File: config.mk
export PLATFORM = sky130hd
export DESIGN_NAME = mem_arbiter
export DESIGN_NICKNAME = d
export VERILOG_FILES = /design/src/rtl/mem_arbiter.sv
export SDC_FILE = /design/constraint.sdc
export NUM_CORES = 1
export LEC_CHECK = 0
export ABC_AREA = 1
export BUFFER_PORTS_ARGS = -buffer_cell sky130_fd_sc_hd__buf_2
export CAP_MARGIN = 20
export CORE_AREA = 2 2 180 182
export DETAILED_ROUTE_END_ITERATION = 12
export DIE_AREA = 0 0 182 184
export PLACE_DENSITY_LB_ADDON = 0.25
export RECOVER_POWER = 50
export SLEW_MARGIN = 25
export SYNTH_ARGS = -nofsm -noshare
export SYNTH_HDL_FRONTEND = slang
export SYNTH_SLANG_ARGS = --single-unit
File: constraint.sdc
create_clock -name clk_i -period 6.2 [get_ports clk_i]
set_input_delay 1.86 -clock clk_i [delete_from_list [all_inputs] [get_ports clk_i]]
set_output_delay 1.86 -clock clk_i [all_outputs]
set_load 0.05 [all_outputs]
File: src/rtl/mem_arbiter.sv
// Two-client round-robin arbiter in front of mem_ctrl. Read responses are steered
// back to their requester through an in-order FIFO of client ids.
module mem_arbiter #(
  parameter int addr_width      = 20,
  parameter int line_width      = 64,
  parameter int max_outstanding = 4
) (
  input  logic                  clk_i,
  input  logic                  rst_i,
  input  logic [addr_width-1:0] c0_addr_i,
  input  logic                  c0_r_valid_i,
  input  logic                  c0_w_valid_i,
  input  logic [line_width-1:0] c0_write_i,
  output logic                  c0_ready_o,
  output logic                  c0_r_valid_o,
  output logic [line_width-1:0] c0_read_o,
  input  logic [addr_width-1:0] c1_addr_i,
  input  logic                  c1_r_valid_i,
  input  logic                  c1_w_valid_i,
  input  logic [line_width-1:0] c1_write_i,
  output logic                  c1_ready_o,
  output logic                  c1_r_valid_o,
  output logic [line_width-1:0] c1_read_o,
  input  logic                  mem_enabled_i,
  input  logic                  mem_ready_i,
  output logic [addr_width-1:0] mem_addr_o,
  output logic                  mem_r_valid_o,
  output logic                  mem_w_valid_o,
  output logic [line_width-1:0] mem_write_o,
  input  logic                  mem_r_valid_i,
  input  logic [line_width-1:0] mem_read_i,
  output logic                  err_o
);

  localparam int ptr_width = $clog2(max_outstanding);
  localparam logic [ptr_width-1:0] ptr_one  = 1;
  localparam logic [ptr_width:0]   cnt_one  = 1;
  localparam logic [ptr_width:0]   cnt_full = (ptr_width + 1)'(max_outstanding);

  logic                 prio;
  logic [ptr_width:0]   count;
  logic [ptr_width-1:0] wr_ptr;
  logic [ptr_width-1:0] rd_ptr;
  logic                 tag_mem [max_outstanding];

  logic fifo_full;
  logic fifo_empty;
  logic elig0;
  logic elig1;
  logic grant_valid;
  logic grant_id;
  logic grant_rd;
  logic accept;
  logic push;
  logic pop;
  logic head_id;

  assign fifo_full  = (count == cnt_full);
  assign fifo_empty = (count == '0);

  // A request carrying both read and write is a read, so it is blocked by a full FIFO.
  assign elig0 = (c0_r_valid_i | c0_w_valid_i) & ~(c0_r_valid_i & fifo_full);
  assign elig1 = (c1_r_valid_i | c1_w_valid_i) & ~(c1_r_valid_i & fifo_full);

  assign grant_valid = elig0 | elig1;
  assign grant_id    = (elig0 & elig1) ? prio : elig1;
  assign grant_rd    = grant_id ? c1_r_valid_i : c0_r_valid_i;

  assign mem_addr_o    = grant_id ? c1_addr_i : c0_addr_i;
  assign mem_write_o   = grant_id ? c1_write_i : c0_write_i;
  assign mem_r_valid_o = grant_valid & mem_enabled_i & grant_rd;
  assign mem_w_valid_o = grant_valid & mem_enabled_i & ~grant_rd;

  assign accept     = grant_valid & mem_enabled_i & mem_ready_i;
  assign c0_ready_o = accept & ~grant_id;
  assign c1_ready_o = accept & grant_id;

  assign push    = accept & grant_rd;
  assign pop     = mem_r_valid_i & ~fifo_empty;
  assign head_id = tag_mem[rd_ptr];

  always_ff @(posedge clk_i) begin
    if (push) tag_mem[wr_ptr] <= grant_id;
  end

  always_ff @(posedge clk_i or posedge rst_i) begin
    if (rst_i) begin
      prio         <= 1'b0;
      count        <= '0;
      wr_ptr       <= '0;
      rd_ptr       <= '0;
      c0_r_valid_o <= 1'b0;
      c1_r_valid_o <= 1'b0;
      c0_read_o    <= '0;
      c1_read_o    <= '0;
      err_o        <= 1'b0;
    end else begin
      // The client that just lost (or did not compete) gets priority next time.
      if (accept) prio <= ~grant_id;
      if (push) wr_ptr <= wr_ptr + ptr_one;
      if (pop) rd_ptr <= rd_ptr + ptr_one;
      if (push & ~pop) count <= count + cnt_one;
      else if (pop & ~push) count <= count - cnt_one;
      c0_r_valid_o <= pop & ~head_id;
      c1_r_valid_o <= pop & head_id;
      if (pop & ~head_id) c0_read_o <= mem_read_i;
      if (pop & head_id) c1_read_o <= mem_read_i;
      if (mem_r_valid_i & fifo_empty) err_o <= 1'b1;
    end
  end

endmodule

# ---- Word-level counts from Yosys, hierarchy flattened
# Memory sizes are Yosys's and may differ from the RTL's.
# Cells that the tools add are included.
dict set report op_classes {
  addsub 4
  muxes 8
  reduce_logical 2
  bitwise_logic 29
  eq_ne 1
}
# operator n
set ops {}
lappend ops {{64-bit 2-to-1 mux} 1}
lappend ops {{20-bit 2-to-1 mux} 1}
lappend ops {{1-bit bitwise AND} 18}
lappend ops {{1-bit NOT} 8}
lappend ops {{3-bit 2-to-1 mux} 2}
lappend ops {{2-bit by 1-bit adder with 2-bit output, second input constant} 2}
lappend ops {{1-bit 2-to-1 mux} 4}
lappend ops {{3-bit by 1-bit adder with 3-bit output, second input constant} 1}
lappend ops {{3-bit == test, second input constant} 1}
lappend ops {{3-bit logical NOT} 1}
lappend ops {{1-bit bitwise OR} 3}
lappend ops {{3-bit by 1-bit subtractor with 3-bit output, second input constant} 1}
lappend ops {{2-bit nonzero test} 1}
dict set report word_totals {
  mem_count 1
  regBits 139
  out_inout_bits 219
  ram_bits 4
  word_cells 54
  in_bits 241
}
# name depth word_bits read_ports rd_clocked_by_memory_dff write_ports line_no
set mem_list {}
lappend mem_list {tag_mem 4 1 1 0 1 44} ;# logic tag_mem [max_outstanding];

# ---- Logic depth before layout (Yosys ltp)
# Gate-level depths: netlist of the first run.
dict set report depth {
  ltp_word 12
  ltp_mapped 14
  depth_no_buf 14
}

# ---- Least setup slack after synthesis of the first run
# OpenSTA, ideal clock, no wires.
dict set report synth_path {
  path_kind {input -> output}
  from {input c0_r_valid_i}
  to {output mem_w_valid_o}
  required_time_ps 4340
  cell_stages 4
  path_buffers 0
  arrival_time_ps 3131
  path_slack_ps 1209
  path_cell_list {or2_1 -> nand3_2 -> nand3_1 -> a21oi_1}
}
dict set report synth_via {
  elab_chain_cells 8
  word_cells_on_any_way 11
  cone_classes {2 x mux; 9 x bitwise}
}
# element line_no
set synth_lines {}
lappend synth_lines {{start, declared} 11} ;# input logic c0_r_valid_i,
lappend synth_lines {{1-bit bitwise AND} 62} ;# assign elig0 = (c0_r_valid_i | c0_w_valid_i) & ~(c0_r_valid_i & fifo_full);
lappend synth_lines {{1-bit NOT} 62}
lappend synth_lines {{1-bit bitwise AND} 62}
lappend synth_lines {{1-bit bitwise AND} 66} ;# assign grant_id = (elig0 & elig1) ? prio : elig1;
lappend synth_lines {{1-bit 2-to-1 mux} 66}
lappend synth_lines {{1-bit 2-to-1 mux} 67} ;# assign grant_rd = grant_id ? c1_r_valid_i : c0_r_valid_i;
lappend synth_lines {{1-bit NOT} 72} ;# assign mem_w_valid_o = grant_valid & mem_enabled_i & ~grant_rd;
lappend synth_lines {{1-bit bitwise AND (*)} 72}
lappend synth_lines {{end, declared} 28} ;# output logic mem_w_valid_o,
# Mark *: on every way between the ends. The rest lies on a longest branch, timed or not.

# ---- Worst setup path in the final report of the first run
dict set report layout_path {
  from {input c0_r_valid_i}
  to {output mem_write_o[52]}
}
dict set report layout_via {
  elab_chain_cells 6
  word_cells_on_any_way 7
  cone_classes {2 x mux; 5 x bitwise}
}
# element line_no
set layout_lines {}
lappend layout_lines {{1-bit bitwise AND} 62}
lappend layout_lines {{1-bit NOT} 62}
lappend layout_lines {{1-bit bitwise AND (*)} 62}
lappend layout_lines {{1-bit bitwise AND (*)} 66}
lappend layout_lines {{1-bit 2-to-1 mux (*)} 66}
lappend layout_lines {{64-bit 2-to-1 mux (*)} 70} ;# assign mem_write_o = grant_id ? c1_write_i : c0_write_i;
lappend layout_lines {{end, declared} 29} ;# output logic [line_width-1:0] mem_write_o,
# Marked as above.

==> run summary, run 1 <==
Status: finished with violations
Failing checks: capacitance limit, slew limit
Fill count: 3516
Synth area leaders: dfrtp_1 (50%), nand2_1 (21%), o21ai_2 (8.0%)
CTS Root Buffer Type: clkbuf_16
Vias in the first global route: 6952
Crit-path max FO: 46
Internal: 2.906 mW
Final wirelength: 28.98 mm
Synth Cell Area: 0.006995 mm²
Crit Path Class: primary input to primary output
Routed wire length per instance: 17.03 µm
Post-synthesis register bit count: 143
Clock Power Share: 15.7%
CP startpoint kind: primary input
GRT Overall Usage: 17.16%
Core area: 0.03139 mm²
Setup tns final: 0 ps
Dominant synthesized flop cell: dfrtp_1
Post-synth top cells: nand2_1 (397), dfrtp_1 (139), inv_1 (79), o21ai_2 (64), o21ai_1 (59)
Port Buffers: 459
Final setup viols: 0
Post-CTS sizing: 0
Antenna Violating Nets Remaining: 0
Layout Utilization: 32.57%
Die ar.: 0.03349 mm²
Ys Warns: 0
Overflow after GRT: 0
Rel. slew slack: -51.37%
Power per cell area: 654.6 mW/mm²
# clock sinks: 143
Part of the power in registers: 24.1%
Top cell type's share of synthesized area: 49.72%
Sw Ratio: 56.58%
Asr flop ratio synth: 97.20%
Clk buf depth: 2
Die H: 184 µm
Hold buffers post-CTS: 0
Fin crit share: 85.59%
Largest net degree at the start of global routing: 103
Tightest Pin Transition: 2271 ps
Initial antenna violation count: 10
Worst R2R Start: count[0]
Clock-pin slew on the worst setup and hold paths: 60 ps
Count leader, synth: nand2_1
Post-CTS setup buffer count: 0
P_sw: 3.787 mW
Final Hold Violating Endpoints: 0
Area delta synth->final: 46.15%
Worst-Skew Late Latency: 420 ps
Total number of vias: 6955
Max-Cap Viols: 3
H-Tree Depth: 4
Layout cells sized above 1: 38.38%
Seq/Total Area, Yosys: 51.44%
Drt first-iter violations: 344
CTS buffer count: 17
First-pass GRT wire length: 42.90 mm
DRC Markers: 0
Row count: 65
Drt pass-1 iters: 5
Final #Nets: 1530
Sequential Area: 0.003598 mm²
Post-Syn Nets: 1090
Crit. Startpoint: c0_r_valid_i
Lkg Pwr: 5.813 nW
Initial Util: 22.28%
Worst hold start: err_o
Routability cong.: 0.8902
Critical Path Sink Type: primary output
Ports: 460
Area of the multi-input gates: 0.002549 mm²
Via density per instance: 4.086
Min cycle time layout: 5307 ps
Comb power frac: 60.2%
FMAX: 188.4 MHz
Synth unique cells: 29
Die Width: 182 µm
Syn Inst Count: 843
Min-Delay Path Depth: 1
RSZ-0062 raised after global routing: no
CTS tree: yes
Max-slew violation count: 185
HP Class: flop to flop
EDFF count, synth: 4
Crit path DAT: 3450 ps
Biggest area consumer among synthesized cells: dfrtp_1
Worst Path Required: 4340 ps
VDD IR max: 0.0002258 V
Clock Skew: 8.468 ps
Worst reg-to-reg path cell count: 7
Dpl hpwl: 23.48 mm
Post-Syn Area per Cell: 8.298 µm²
[through the flow]
stage	hold WS [ps]	setup WS [ps]	cells	power (mW)	cell area [µm²]
3_5_place_dp	450.2	984.0	1666	5.843	9836
6_report	460.2	893.1	1702	6.693	10220
4_1_cts	464.1	974.6	1697	6.922	10430
2_1_floorplan	464.3	615.5	843	4.761	6995
3_3_place_gp	448.4	990.7	1666	5.814	9836
5_1_grt	477.3	525.7	1698	7.086	10210
[area by class of cell]
cell class | count | area share [%]
antenna | 5 | 0.1224
clock buffer | 18 | 4.198
clock inverter | 13 | 1.603
inverter | 84 | 3.170
multi-input combinational | 570 | 24.93
sequential | 143 | 35.20
tap | 402 | 4.920
timing repair buffer | 467 | 25.86
[worst paths after layout]
| kind | slack (ps) | to |
|---|---|---|
| worst max-delay path | 890 | mem_write_o[52] |
| worst min-delay path | 460 | err_o |
| max in group asynchronous | 1310 | c1_read_o[60] |
| worst min register to register | 460 | err_o |
| worst max register to register | 2920 | c0_read_o[4] |
| min in group asynchronous | 2120 | c0_read_o[29] |
[kinds of logic (layout without fill, tap and decap cells)]
group,after synthesis,after routing,share of synthesized area (%)
AND/OR/NAND/NOR,424,424,23.57
flip-flops,143,143,51.44
adder cells (fa/ha/maj),6,6,1.180
multiplexers,1,1,0.1610
other,0,5,0
XOR/XNOR,3,3,0.3757
buffers and inverters,130,582,9.980
AO/OA/AOI/OAI,136,136,13.29
[metal layers]
metal / up-vias / part of all wire, % / global-route usage [%]
met3: 22 / 7.5 / 5.230
met5: - / 0.045 / 0
li1: 3472 / - / -
met4: 2 / 1.0 / 3.871
met2: 291 / 51 / 30.89
met1: 3168 / 40 / 20.02
[flip-flops by register name, indices dropped and copies added (netlist names)]
signal,count
c0_read_o,64
c1_read_o,64
tag_mem,4
count,3
rd_ptr,2
wr_ptr,2
c0_r_valid_o,1
c1_r_valid_o,1
err_o,1
prio,1
[worst max-delay path, cell delays in order]
cell	delay [ps]
buf_2	110
or2_1	230
nand3_1	100
nand2_1	110
clkinv_1	80
buf_4	410
nand2_1	90
nand2_1	140
buf_2	290
[cell usage in the layout, fill, tap and decap left out, types with 2 or more instances in the layout]
cell,netlist,layout
o21ai_0,7,66
nand3_1,4,5
inv_6,0,2
a21oi_1,3,3
nand4_1,2,2
clkinv_1,0,2
o21ai_1,59,34
clkbuf_16,0,17
edfxtp_1,4,4
xor2_1,2,2
clkinv_4,0,3
nor2_1,9,10
nand2_1,397,401
ha_1,5,5
o21ai_2,64,30
o21bai_1,2,2
clkinv_2,0,2
inv_2,5,2
buf_4,7,5
buf_12,0,23
clkbuf_1,2,42
inv_1,79,78
diode_2,0,5
dfrtp_1,139,139
clkinvlp_4,0,4
bufinv_16,0,3
buf_2,15,398
[power by group through the flow]
stage	Sequential, mW	Clock [mW]	Combinational, mW
2_1_floorplan	3.03	0	1.73
3_3_place_gp	1.61	0	4.20
3_5_place_dp	1.62	0	4.22
4_1_cts	1.61	1.08	4.23
5_1_grt	1.67	1.12	4.29
6_report	1.61	1.05	4.03
Power figures use the tool's default switching activity.
==> run 2, diff against run 1 <==
CORE_AREA = 5 5 178 180   (was 2 2 180 182)
DIE_AREA = 0 0 183 185   (was 0 0 182 184)
GPL_TIMING_DRIVEN = 0   (was not set)
REMOVE_ABC_BUFFERS = 1   (was not set)
==> run 2 against run 1 <==
Net effect: the flow still finishes with violations (capacitance limit, slew limit); sequential cell count unchanged; routed wire length fell by 7.0%; register-to-register slack lost 660 ps; utilization rose by 0.62 points; power shrank 1.7%; setup slack lost 460 ps; clock skew up 3.6 ps; global-route usage down 2.0 points; first-iteration DRC count down 13%; sequential power about the same; non-clock buffer count shrank 3.
==> run summary, run 2 (synthesis gave the netlist of run 1 again) <==
Worst Path Required: 4340 ps (about the same)
Clock-pin slew on the worst setup and hold paths: 70 ps (was 60 ps)
Final setup viols: 0 (unchanged)
Initial Util: 23.30% (was 22.28%)
Dpl hpwl: 21.85 mm (was 23.48 mm)
Overflow after GRT: 0 (unchanged)
First-pass GRT wire length: 39.63 mm (was 42.90 mm)
Failing checks: capacitance limit, slew limit (unchanged)
Initial antenna violation count: 9 (was 10)
Critical Path Sink Type: primary output (unchanged)
Total number of vias: 6860 (was 6955)
Largest stage delay, worst path: 290 ps (was 410 ps)
Most common cell after layout, fill and taps aside: buf_2 (was nand2_1)
CTS Root Buffer Type: clkbuf_16 (unchanged)
Layout Utilization: 33.19% (was 32.57%)
Ports: 460 (unchanged)
Clk buf depth: 2 (unchanged)
Worst path slowest cell: buf_16 (was buf_4)
Setup tns final: 0 ps (unchanged)
Tightest Pin Transition: 2343 ps (was 2271 ps)
Antenna Violating Nets Remaining: 0 (unchanged)
Crit path DAT: 3910 ps (was 3450 ps)
Vias in the first global route: 6800 (was 6952)
Worst reg-to-reg path cell count: 7 (unchanged)
Power per cell area: 660.2 mW/mm² (was 654.6 mW/mm²)
RSZ-0062 raised after global routing: no (unchanged)
Via density per instance: 4.052 (was 4.086)
DP Worst Slack: 412.8 ps (was 984.0 ps)
Drt pass-1 iters: 4 (was 5)
DRC Markers: 0 (unchanged)
Post-CTS sizing: 0 (unchanged)
Largest net degree at the start of global routing: 112 (was 103)
H-Tree Depth: 4 (unchanged)
Worst path cell trace: buf_2 > or2_1 > nand3_2 > nand2_4 > buf_16 > inv_4 > buf_16 > nand2_1 > nand2_1 > buf_2 (was buf_2 > or2_1 > nand3_1 > nand2_1 > clkinv_1 > buf_4 > nand2_1 > nand2_1 > buf_2)
Lkg Pwr: 5.852 nW (was 5.813 nW)
Die H: 185 µm (was 184 µm)
R2r endpoint: c1_read_o[41] (was c0_read_o[4])
Routed wire length per instance: 15.92 µm (was 17.03 µm)
Worst path bufs/invs: 5 (was 4)
# clock sinks: 143 (unchanged)
Min-Delay Path Depth: 1 (unchanged)
Hold buffers post-CTS: 0 (unchanged)
Final WS setup: 432.3 ps (was 893.1 ps)
Routability cong.: 0.8921 (was 0.8902)
Final Hold Violating Endpoints: 0 (unchanged)
Drt first-iter violations: 301 (was 344)
HP Class: flop to flop (unchanged)
Crit-path max FO: 70 (was 46)
Die Width: 183 µm (was 182 µm)
Layout cells sized above 1: 41.30% (was 38.38%)
Max-slew violation count: 351 (was 185)
Rel. slew slack: -57.06% (was -51.37%)
Die ar.: 0.03386 mm² (was 0.03349 mm²)
Row count: 64 (was 65)
Fill count: 3365 (was 3516)
Post-CTS setup buffer count: 0 (unchanged)
Status: finished with violations (unchanged)
Hold WS: 470.8 ps (was 460.2 ps)
Crit. Startpoint: c0_r_valid_i (unchanged)
Most frequent cells in the layout: buf_2 (457), nand2_1 (400), dfrtp_1 (139), o21ai_0 (101), inv_1 (79) (was nand2_1 (401), buf_2 (398), dfrtp_1 (139), inv_1 (78), o21ai_0 (66))
Total power: 6.580 mW (was 6.693 mW)
Reg2reg setup slack: 2260 ps (was 2920 ps)
FMAX: 173.4 MHz (was 188.4 MHz)
CTS tree: yes (unchanged)
CTS buffer count: 17 (unchanged)
Hold Path Sink: err_o (unchanged)
Worst hold start: err_o (unchanged)
Final wirelength: 26.96 mm (was 28.98 mm)
Port Buffers: 459 (unchanged)
Final #Nets: 1527 (was 1530)
CP delay by family, top: buffers and inverters (unchanged)
Worst-Skew Late Latency: 420 ps (about the same)
Clock Skew: 12.09 ps (was 8.468 ps)
Design area: 0.009967 mm² (was 0.01022 mm²)
GRT Overall Usage: 15.15% (was 17.16%)
Dpl cells: 1657 (was 1666)
Registers with the most flip-flops: c0_read_o: 64 flops, c1_read_o: 64 flops, tag_mem: 4 flops (unchanged)
Min cycle time layout: 5768 ps (was 5307 ps)
Placed cell area: 0.009579 mm² (was 0.009836 mm²)
Area delta synth->final: 42.48% (was 46.15%)
Fin crit share: 93.03% (was 85.59%)
CP startpoint kind: primary input (unchanged)
VDD IR max: 0.0002013 V (was 0.0002258 V)
Crit Path Class: primary input to primary output (unchanged)
Worst R2R Start: count[0] (unchanged)
Max-Cap Viols: 4 (was 3)
Final std cells w/o fill: 1693 (was 1702)
Core area: 0.03003 mm² (was 0.03139 mm²)
run 2: cell type report:
class,count,area (µm²),area share [%]
Clock inverter,11,151.4,1.519
Sequential cell,143,3598,36.10
Clock buffer,21,480.5,4.820
Antenna cell,4,10.01,0.1004
Inverter,84,320.3,3.214
Tap cell,396,495.5,4.971
Timing Repair Buffer,464,2365,23.73
Multi-Input combinational cell,570,2546,25.55
run 2: worst max-delay path by stage:
stage | cells past startpoint | endpoint | slack, ps
floorplan | 6 | mem_addr_o[0] | 90
global placement | 2 | prio | -1430
detailed placement | 10 | mem_write_o[12] | 410
CTS | 10 | mem_write_o[12] | 410
global route | 3 | rd_ptr[0] | 180
finish | 10 | mem_write_o[16] | 430
run 2: routing by layer:
metal  share of wire (%)  vias up  GRT usage, %
li1                    -     3468             -
met1                  39     3038         17.48
met2                  47      303         24.71
met3                  10       43         6.088
met4                 4.1        8         7.122
met5                0.18        -             0
run 2: where the power goes:
| group | total [mW] | switching, mW | leakage [nW] | internal [mW] |
|---|---|---|---|---|
| Clock | 1.08 | 0.399 | 0.307 | 0.679 |
| Combinational | 3.89 | 3.08 | 3.79 | 0.809 |
| Sequential | 1.61 | 0.230 | 1.76 | 1.38 |
==> run 3, diff against run 2 <==
BUFFER_PORTS_ARGS = not set   (was -buffer_cell sky130_fd_sc_hd__buf_2)
CORE_AREA = 5 5 174 176   (was 5 5 178 180)
DIE_AREA = 0 0 179 181   (was 0 0 183 185)
DONT_BUFFER_PORTS = 1   (was not set)
==> run 3 against run 2 <==
Net effect: the flow still finishes with violations (capacitance limit, slew limit); clock skew is 4.1 ps higher; final area is 23% lower; global-route usage is 0.26 points lower; critical path type unchanged; highest routed layer is now met4; critical endpoint is now mem_addr_o[11].
==> run summary, run 3 (synthesis gave the netlist of run 1 again) <==
FMAX: 179.9 MHz (was 173.4 MHz)
GRT Overall Usage: 14.89% (was 15.15%)
H-Tree Depth: 4 (unchanged)
RSZ-0062 raised after global routing: no (unchanged)
Largest stage delay, worst path: 570 ps (was 290 ps)
Vias in the first global route: 5202 (was 6800)
DP Worst Slack: 596.9 ps (was 412.8 ps)
Routed wire length per instance: 20.80 µm (was 15.92 µm)
Worst Path Required: 4340 ps (about the same)
Rel. slew slack: -54.05% (was -57.06%)
Port Buffers: 0 (was 459)
Crit Path Class: primary input to primary output (unchanged)
Min cycle time layout: 5559 ps (was 5768 ps)
Final #Nets: 1067 (was 1527)
Hold buffers post-CTS: 0 (unchanged)
Die ar.: 0.03240 mm² (was 0.03386 mm²)
DRC Markers: 0 (unchanged)
Die H: 181 µm (was 185 µm)
Antenna Violating Nets Remaining: 0 (unchanged)
Layout cells sized above 1: 8.884% (was 41.30%)
Worst-Skew Late Latency: 430 ps (was 420 ps)
CP delay by family, top: simple AND/OR/NAND/NOR gates (was buffers and inverters)
HP Class: flop to flop (unchanged)
Ports: 460 (unchanged)
Initial antenna violation count: 0 (was 9)
Crit path top cell by count: nand2_1
Initial Util: 24.57% (was 23.30%)
Worst path bufs/invs: 1 (was 5)
Drt pass-1 iters: 6 (was 4)
Post-CTS setup buffer count: 0 (unchanged)
Final WS setup: 640.7 ps (was 432.3 ps)
Status: finished with violations (unchanged)
VDD IR max: 0.0002916 V (was 0.0002013 V)
Reg2reg setup slack: 2520 ps (was 2260 ps)
Crit-path max FO: 88 (was 70)
Most frequent cells in the layout: nand2_1 (400), dfrtp_1 (139), o21ai_0 (102), inv_1 (79), o21ai_2 (25) (was buf_2 (457), nand2_1 (400), dfrtp_1 (139), o21ai_0 (101), inv_1 (79))
Ant. Diodes: 0 (was 4)
Clk buf depth: 2 (unchanged)
Total power: 6.049 mW (was 6.580 mW)
Drt first-iter violations: 304 (was 301)
Registers with the most flip-flops: c0_read_o: 64 flops, c1_read_o: 64 flops, tag_mem: 4 flops (unchanged)
Tightest Pin Transition: 2311 ps (was 2343 ps)
Final Hold Violating Endpoints: 0 (unchanged)
Worst path slowest cell: inv_4 (was buf_16)
Lkg Pwr: 3.959 nW (was 5.852 nW)
Clock-pin slew on the worst setup and hold paths: 60 ps (was 70 ps)
CP startpoint kind: primary input (unchanged)
Total number of vias: 5325 (was 6860)
CTS tree: yes (unchanged)
Final setup viols: 0 (unchanged)
Die Width: 179 µm (was 183 µm)
Max-Cap Viols: 4 (unchanged)
Area delta synth->final: 9.247% (was 42.48%)
Core area: 0.02847 mm² (was 0.03003 mm²)
Failing checks: capacitance limit, slew limit (unchanged)
Max-slew violation count: 349 (was 351)
Clock Skew: 16.23 ps (was 12.09 ps)
Crit path DAT: 3700 ps (was 3910 ps)
Most common cell after layout, fill and taps aside: nand2_1 (was buf_2)
Post-CTS sizing: 0 (unchanged)
Routability cong.: 0.9778 (was 0.8921)
CTS buffer count: 17 (unchanged)
Fin crit share: 89.67% (was 93.03%)
CTS Root Buffer Type: clkbuf_16 (unchanged)
Row count: 62 (was 64)
Via density per instance: 4.376 (was 4.052)
Critical Path Sink Type: primary output (unchanged)
Worst path cell trace: or2_1 > nand3_2 > nand2_4 > inv_4 > nand2_1 > nand2_1 (was buf_2 > or2_1 > nand3_2 > nand2_4 > buf_16 > inv_4 > buf_16 > nand2_1 > nand2_1 > buf_2)
Overflow after GRT: 0 (unchanged)
Setup tns final: 0 ps (unchanged)
Power per cell area: 791.5 mW/mm² (was 660.2 mW/mm²)
Fill count: 3140 (was 3365)
First-pass GRT wire length: 35.64 mm (was 39.63 mm)
Final wirelength: 25.31 mm (was 26.96 mm)
# clock sinks: 143 (unchanged)
Largest net degree at the start of global routing: 106 (was 112)
Dpl hpwl: 20.36 mm (was 21.85 mm)
==> run 3: layout make-up <==
cell class | instances | area, µm² | share of cell area [%]
Multi-Input combinational cell | 570 | 2542 | 33.27
Timing Repair Buffer | 4 | 42.54 | 0.5566
Clock buffer | 18 | 429.2 | 5.616
Sequential cell | 143 | 3598 | 47.09
Tap cell | 384 | 480.5 | 6.287
Inverter | 84 | 320.3 | 4.191
Clock inverter | 14 | 229.0 | 2.996
==> run 3: final timing paths <==
check / start / endpoint / cells past startpoint
worst min-delay path: rd_ptr[1] / rd_ptr[1] / 1
worst min register to register: rd_ptr[1] / rd_ptr[1] / 1
max in group asynchronous: rst_i / c1_read_o[46] / 2
min in group asynchronous: rst_i / c0_read_o[59] / 1
worst max-delay path: c0_r_valid_i / mem_addr_o[11] / 6
worst max register to register: count[0] / c1_read_o[48] / 7
==> run 3: stage by stage <==
step                      hold slack [ps]  utilization [%]  cells  cell area (µm²)
final                               501.8            26.84   1217             7642
after global routing                537.7            26.84   1217             7642
after CTS                           504.8            27.74   1217             7898
after detailed placement            486.5            25.43   1185             7239
after global placement              490.4            24.91   1181             7093
after floorplan                     464.3                -    797             6613
==> run 3: routing by layer <==
layer  up-vias  track usage [%]  share of wire, %
met1      2422            16.51                36
met3        41            7.149                14
met4         0            5.496               2.9
met2       328            24.69                47
li1       2534                -                 -
met5         -                0                 0
==> run 3: where the power goes <==
part / total, mW / internal [mW] / leakage [nW] / switching, mW
Sequential: 3.15 / 1.35 / 1.76 / 1.80
Combinational: 1.75 / 0.373 / 1.89 / 1.37
Clock: 1.15 / 0.722 / 0.314 / 0.425
